===== config.mk =====
export PLATFORM = sky130hd
export DESIGN_NAME = pipe_share_ctrl
export DESIGN_NICKNAME = d
export VERILOG_FILES = /design/src/rtl/pipe_share_ctrl_pkg.sv /design/src/rtl/pipe_share_ctrl_ex.sv /design/src/rtl/pipe_share_ctrl.sv
export SDC_FILE = /design/constraint.sdc
export NUM_CORES = 1
export LEC_CHECK = 0
export ABC_AREA = 1
export CAP_MARGIN = 20
export CORE_MARGIN = 3
export CORE_UTILIZATION = 40
export CTS_CLUSTER_DIAMETER = 150
export DETAILED_ROUTE_END_ITERATION = 16
export PLACE_DENSITY = 0.71
export SLEW_MARGIN = 20
export SYNTH_ARGS = -nofsm -noshare
export SYNTH_HDL_FRONTEND = slang
export SYNTH_SLANG_ARGS = --single-unit

===== constraint.sdc =====
create_clock -name clk -period 4.8 [get_ports clk]
set_clock_uncertainty 0.15 [all_clocks]
set_input_delay 0.48 -clock clk [delete_from_list [all_inputs] [get_ports clk]]
set_output_delay 0.48 -clock clk [all_outputs]
set_load 0.05 [all_outputs]

===== src/rtl/pipe_share_ctrl_pkg.sv =====
// Shared definitions for the two-requester pipelined datapath controller:
// datapath latency and the {valid, tag} issue-tracking entry.
package pipe_share_ctrl_pkg;

    localparam int LAT = 3;

    localparam logic TAG_REQ0 = 1'b0;
    localparam logic TAG_REQ1 = 1'b1;

    typedef struct packed {
        logic valid;
        logic tag;
    } trk_t;

endpackage


===== src/rtl/pipe_share_ctrl_ex.sv =====
// Shared datapath: F = ((A+B)+(C-D))*D mod 2^N, three register stages,
// free-running (no enable, no reset on data).
module pipe_ex #(
    parameter int N = 10
) (
    output logic [N-1:0] F,
    input  logic [N-1:0] A,
    input  logic [N-1:0] B,
    input  logic [N-1:0] C,
    input  logic [N-1:0] D,
    input  logic         clk
);

    logic [N-1:0] r_ab_p0;
    logic [N-1:0] r_cd_p0;
    logic [N-1:0] r_d_p0;
    logic [N-1:0] r_s_p1;
    logic [N-1:0] r_d_p1;
    logic [N-1:0] r_f_p2;

    // p0: partial sums
    always_ff @(posedge clk) begin
        r_ab_p0 <= A + B;
        r_cd_p0 <= C - D;
        r_d_p0  <= D;
    end

    // p1: full sum
    always_ff @(posedge clk) begin
        r_s_p1 <= r_ab_p0 + r_cd_p0;
        r_d_p1 <= r_d_p0;
    end

    // p2: product, truncated to N bits
    always_ff @(posedge clk) begin
        r_f_p2 <= r_s_p1 * r_d_p1;
    end

    assign F = r_f_p2;

endmodule


===== src/rtl/pipe_share_ctrl.sv =====
// Round-robin arbiter sharing one pipe_ex between two requesters; a tag
// shift register routes each result back to the requester that issued it.
module pipe_share_ctrl
    import pipe_share_ctrl_pkg::*;
#(
    parameter int N   = 10,
    parameter int LAT = pipe_share_ctrl_pkg::LAT
) (
    input  logic         clk,
    input  logic         rst,
    input  logic         req0_valid,
    output logic         req0_ready,
    input  logic [N-1:0] req0_a,
    input  logic [N-1:0] req0_b,
    input  logic [N-1:0] req0_c,
    input  logic [N-1:0] req0_d,
    input  logic         req1_valid,
    output logic         req1_ready,
    input  logic [N-1:0] req1_a,
    input  logic [N-1:0] req1_b,
    input  logic [N-1:0] req1_c,
    input  logic [N-1:0] req1_d,
    output logic         res0_valid,
    output logic [N-1:0] res0_f,
    output logic         res1_valid,
    output logic [N-1:0] res1_f,
    output logic [1:0]   inflight
);

    logic         r_rr;
    logic         w_gnt0;
    logic         w_gnt1;
    logic         w_xfer;
    logic [N-1:0] w_a;
    logic [N-1:0] w_b;
    logic [N-1:0] w_c;
    logic [N-1:0] w_d;
    logic [N-1:0] w_f;
    trk_t         r_trk [LAT];
    logic         w_last0;
    logic         w_last1;
    logic         r_res0_valid;
    logic         r_res1_valid;
    logic [N-1:0] r_res0_f;
    logic [N-1:0] r_res1_f;
    logic [1:0]   w_inflight;

    // r_rr breaks ties only; a lone requester always wins
    assign w_gnt0 = !rst && req0_valid && (!req1_valid || (r_rr == TAG_REQ0));
    assign w_gnt1 = !rst && req1_valid && (!req0_valid || (r_rr == TAG_REQ1));
    assign w_xfer = w_gnt0 || w_gnt1;

    assign req0_ready = w_gnt0;
    assign req1_ready = w_gnt1;

    always_comb begin
        w_a = '0;
        w_b = '0;
        w_c = '0;
        w_d = '0;
        if (w_gnt0) begin
            w_a = req0_a;
            w_b = req0_b;
            w_c = req0_c;
            w_d = req0_d;
        end else if (w_gnt1) begin
            w_a = req1_a;
            w_b = req1_b;
            w_c = req1_c;
            w_d = req1_d;
        end
    end

    pipe_ex #(.N(N)) u_ex (
        .F   (w_f),
        .A   (w_a),
        .B   (w_b),
        .C   (w_c),
        .D   (w_d),
        .clk (clk)
    );

    always_ff @(posedge clk or posedge rst) begin
        if (rst) begin
            r_rr <= TAG_REQ0;
        end else if (w_xfer) begin
            r_rr <= w_gnt1 ? TAG_REQ0 : TAG_REQ1;
        end
    end

    always_ff @(posedge clk or posedge rst) begin
        if (rst) begin
            for (int i = 0; i < LAT; i++) begin
                r_trk[i] <= '0;
            end
        end else begin
            r_trk[0] <= '{valid: w_xfer, tag: w_gnt1};
            for (int i = 1; i < LAT; i++) begin
                r_trk[i] <= r_trk[i-1];
            end
        end
    end

    assign w_last0 = r_trk[LAT-1].valid && (r_trk[LAT-1].tag == TAG_REQ0);
    assign w_last1 = r_trk[LAT-1].valid && (r_trk[LAT-1].tag == TAG_REQ1);

    // Result register: aligns the tag with pipe_ex output and zeroes idle data
    always_ff @(posedge clk or posedge rst) begin
        if (rst) begin
            r_res0_valid <= 1'b0;
            r_res1_valid <= 1'b0;
            r_res0_f     <= '0;
            r_res1_f     <= '0;
        end else begin
            r_res0_valid <= w_last0;
            r_res1_valid <= w_last1;
            r_res0_f     <= w_last0 ? w_f : '0;
            r_res1_f     <= w_last1 ? w_f : '0;
        end
    end

    always_comb begin
        w_inflight = '0;
        for (int i = 0; i < LAT; i++) begin
            w_inflight = w_inflight + {1'b0, r_trk[i].valid};
        end
    end

    assign res0_valid = r_res0_valid;
    assign res1_valid = r_res1_valid;
    assign res0_f     = r_res0_f;
    assign res1_f     = r_res1_f;
    assign inflight   = w_inflight;

endmodule


### After elaboration in Yosys (flattened, before gate mapping)

Index checks and enable logic that the tools add are counted.

* bitwise logic cells: 2
* mux-type cells: 11
* reductions and logical operators: 12
* add/sub/neg operators: 5
* multipliers: 1

Operators by type and width (number)
* $mux 10: 10
* $add 10x10->10: 2
* $mul 10x10->10: 1
* $sub 10x10->10: 1
* $logic_and 1x1->1: 6
* $logic_not 1->1: 3
* $logic_or 1x1->1: 3
* $add 1x1->2: 1
* $add 2x1->2: 1
* $not 1->1: 2
* $mux 1: 1

* bits of input ports: 84
* output and inout port bits: 26
* register bits after elaboration: 89

### Longest topological paths before layout

* depth after elaboration: 6
* mapped depth: 21
* gate-level depth less buffers: 20

### Modules after synthesis

Synthesis repeated with hierarchy kept, for this count alone.

* cell total of the unflattened synthesis: 711
* area total of the unflattened synthesis: 5681.7 µm²

Modules (own cells, without submodules)
* pipe_ex: area an instance 4023.9 µm², times used 1, cells an instance 490
* pipe_share_ctrl: area an instance 1657.8 µm², times used 1, cells an instance 221

### Worst setup path before layout

No wires, ideal clock.

* kind: flip-flop to flip-flop
* start point: register u_ex.r_d_p1[1]
* end point: register u_ex.r_f_p2[9], in the netlist u_ex.F[9]
* stages on the path, launching flop included: 19
* library setup time: 0.112 ns
* path buffers: 1
* clock period less this slack: 4.144 ns
* arrival: 3.882 ns
* path slack: 0.656 ns
* data required time: 4.538 ns
* cells stage by stage: dfxtp_1 buf_6 nand2_1 fa_1 fa_1 inv_1 fa_1 fa_1 inv_1 fa_1 inv_1 ha_1 nand2_1 a21oi_1 a211oi_1 and2_1 inv_1 nand2_1 nand2_1

* cells in the longest elaborated chain, start to end: 1

RTL lines
* start, declared: line pipe_share_ctrl_ex.sv:18 `logic [N-1:0] r_d_p1;`
* start signal, assigned: line pipe_share_ctrl_ex.sv:31 `r_d_p1 <= r_d_p0;`
* $mul 10x10->10: line pipe_share_ctrl_ex.sv:36 `r_f_p2 <= r_s_p1 * r_d_p1;`
* end signal, assigned: line pipe_share_ctrl_ex.sv:36
* end, declared: line pipe_share_ctrl_ex.sv:19 `logic [N-1:0] r_f_p2;`

Every way passes these cells.
A chain may end at the register's enable or synchronous reset.

### Final worst setup path

Same ends and word-level chain as after synthesis.

==> impl_metrics.ini <==
[power_and_ir_drop]
p_comb_share_pct = 40.7
p_total_mw = 2.989
p_int_mw = 1.867
power.share.clock_pct = 24.3
swShare_pct = 37.54
power_leakage_nw = 3.600
p_per_area_nw_per_um2 = 435.0
p_sw_mw = 1.122
sequentialPowerShare_pct = 35.1
peakVddDrop_mv = 0.1950

[clock_tree]
root_buffer = clkbuf_16
cts_max_level = 3
clk_pin_slew_ns = 0.07
cts_hold_buf = 0
worstSkewPairLatency_ns = 0.34
cts_tree = yes
cts_resized = 0
numCtsBuffers = 9
cts_setup_buffers = 0
clockBufferDepth = 2
cts_sinks = 89

[synth]
syn_area_um2 = 5319
synth.net_count = 788
syn_inst = 627
synth-seq-area-share_pct = 36.23
synth_area_leaders = dfxtp_1 (23%), dfrtp_1 (14%), ha_1 (12%)
synth_most_common_cell = nand2_1
synthArstFlopShare_pct = 32.58
synth_top_cell_area_share_pct = 22.58
ys_ff_latch = 89
yosys_warnings = 0
synth-edff-count = 0
synth_top_cell_by_area = dfxtp_1
yosysUniqueCellTypes = 29
ys.flop_type = dfxtp_1
avgSynthCellArea_um2 = 8.483
synthTopCellsByCount = nand2_1 (131), inv_1 (122), dfxtp_1 (60)

[final_layout]
layout-drive-gt1-share_pct = 2.842
postLayoutCoreUtil_pct = 53.57
num_antenna_cells = 0
area_growth_pct = 29.17
num-fill-cells = 1200
layout.nets = 895
final_cells = 911

[place]
place_congestion = 0.9075
dp.cells = 895
port_buffers = 109
place_hpwl_um = 9695
place_ws_ns = 0.2954

[drt]
via_count = 4262
drt_first_pass_iters = 5
drc = 0
wl_um = 11470
wl_per_cell_um = 12.59
via_per_inst = 4.678
postRouteAntennaNets = 0
drtIter0Drc = 168

[floorplanning]
start_util_pct = 41.47
ios = 110
core_area_um2 = 12820
die_area_um2 = 14720
rows = 41
dieWidth_um = 121.3
die_h_um = 121.3

[sta]
layout_setup_ws_ns = 0.2951
tns_ns = 0
setup_viol = 0
rsz0062_at_grt = false
max_slew.worst_pin.slew_ns = 0.9163
drv_slew = 0
finalCritPeriodShare_pct = 93.85
fmax_mhz = 222.0
hold_viol = 0
relSlewSlack_pct = 38.85
period_minus_slack_ns = 4.505

[worst_setup_path]
startpoint_type = flip-flop
r2r_start = u_ex.r_d_p1[1]
end_kind = flip-flop
crit_required_ns = 4.89
critPathArrivalTime_ns = 4.60
cp_max_fo = 10
critical_path_class = flip-flop to flip-flop
startpoint = u_ex.r_d_p1[1]

[worst_hold_path]
hold_class = flip-flop to flip-flop
min_from = u_ex.r_d_p0[7]

[global_routing]
grt_max_degree = 34
grt_pass1_wl_um = 19830
antenna_found_initial = 0
grt_pass1_vias = 4390
gr-usage-all-layers_pct = 16.79
overflow = 0

[run]
max_cap_viol_count = 0

[outcome]
status = finished clean
## power by group through the flow
stage	clock network (mW)	logic, mW	registers, mW
2_1_floorplan	0	0.878	1.05
3_3_place_gp	0	1.17	1.06
3_5_place_dp	0	1.22	1.07
4_1_cts	0.744	1.23	1.05
5_1_grt	0.778	1.39	1.07
6_report	0.725	1.22	1.05
## area by class of cell
type	instances	area (um^2)	area share, %
multi-input combinational	398	2834	41.25
timing repair buffer	113	1119	16.28
clock inverter	5	60.06	0.8742
tap	172	215.2	3.132
inverter	123	461.7	6.720
sequential	89	1927	28.05
clock buffer	11	254.0	3.697
## sequential cells by signal, indices dropped and copies added, names as in the netlist
register	count
r_rr	1
r_trk	6
res0_f	10
res0_valid	1
res1_f	10
res1_valid	1
u_ex.F	10
u_ex.r_ab_p0	10
u_ex.r_cd_p0	10
u_ex.r_d_p0	10
u_ex.r_d_p1	10
u_ex.r_s_p1	10
## final timing paths
path	to	slack, ns	cells past startpoint
hold reg to reg	u_ex.r_d_p1[7]	0.17	0
setup reg to reg	u_ex.F[9]	0.30	17
min in group asynchronous	r_trk[3]	0.43	3
setup / recovery	u_ex.F[9]	0.30	17
hold / removal	u_ex.r_d_p1[7]	0.17	0
max in group asynchronous	res1_f[3]	3.81	3
## stage by stage
stage / hold slack (ns) / instance area, um^2
6_report: 0.1691 / 6870
5_1_grt: 0.1769 / 6870
4_1_cts: 0.1695 / 6870
3_5_place_dp: 0.1621 / 6556
3_3_place_gp: 0.1637 / 6556
2_1_floorplan: 0.1596 / 5319
## layout by cell type (no fill, tap or decap), drive strengths merged
master,instances
a211oi,1
a21o,2
a21oi,30
a22o,30
and2,1
buf,5
bufinv,1
clkbuf,11
clkdlybuf4s50,108
clkinv,3
dfrtp,29
dfxtp,60
fa,26
ha,51
inv,124
nand2,132
nand3,22
nand4,7
nor2,42
o211ai,3
o21a,1
o21ai,7
o22ai,8
or2,1
xnor2,10
xor2,24
## per-layer routing
layer	vias to the layer above	track usage [%]	part of all wire (%)
met5	-	0	0
met4	0	5.392	2.0
met3	17	4.009	4.8
met2	124	30.19	50
met1	1935	19.60	43
li1	2186	-	-
## cells by family after synthesis
| family | after synthesis | synth area share, % |
|---|---|---|
| xor+xnor | 34 | 5.599 |
| buf+inv | 140 | 10.49 |
| flops | 89 | 36.23 |
| fa+ha+maj | 77 | 21.78 |
| simple gates | 205 | 15.55 |
| compound gates | 82 | 10.35 |
## worst max-delay path: stages, from the launching register on
cell and delay (ns):
dfxtp_1 0.54, nand2_1 0.15, fa_1 0.52, fa_1 0.51
inv_1 0.05, fa_1 0.49, fa_1 0.49, inv_1 0.05
fa_1 0.48, inv_1 0.04, ha_1 0.31, nand2_1 0.10
a21oi_1 0.05, a211oi_1 0.17, and2_1 0.18, inv_1 0.04
nand2_1 0.05, nand2_1 0.04
Power figures use the tool's default switching activity.
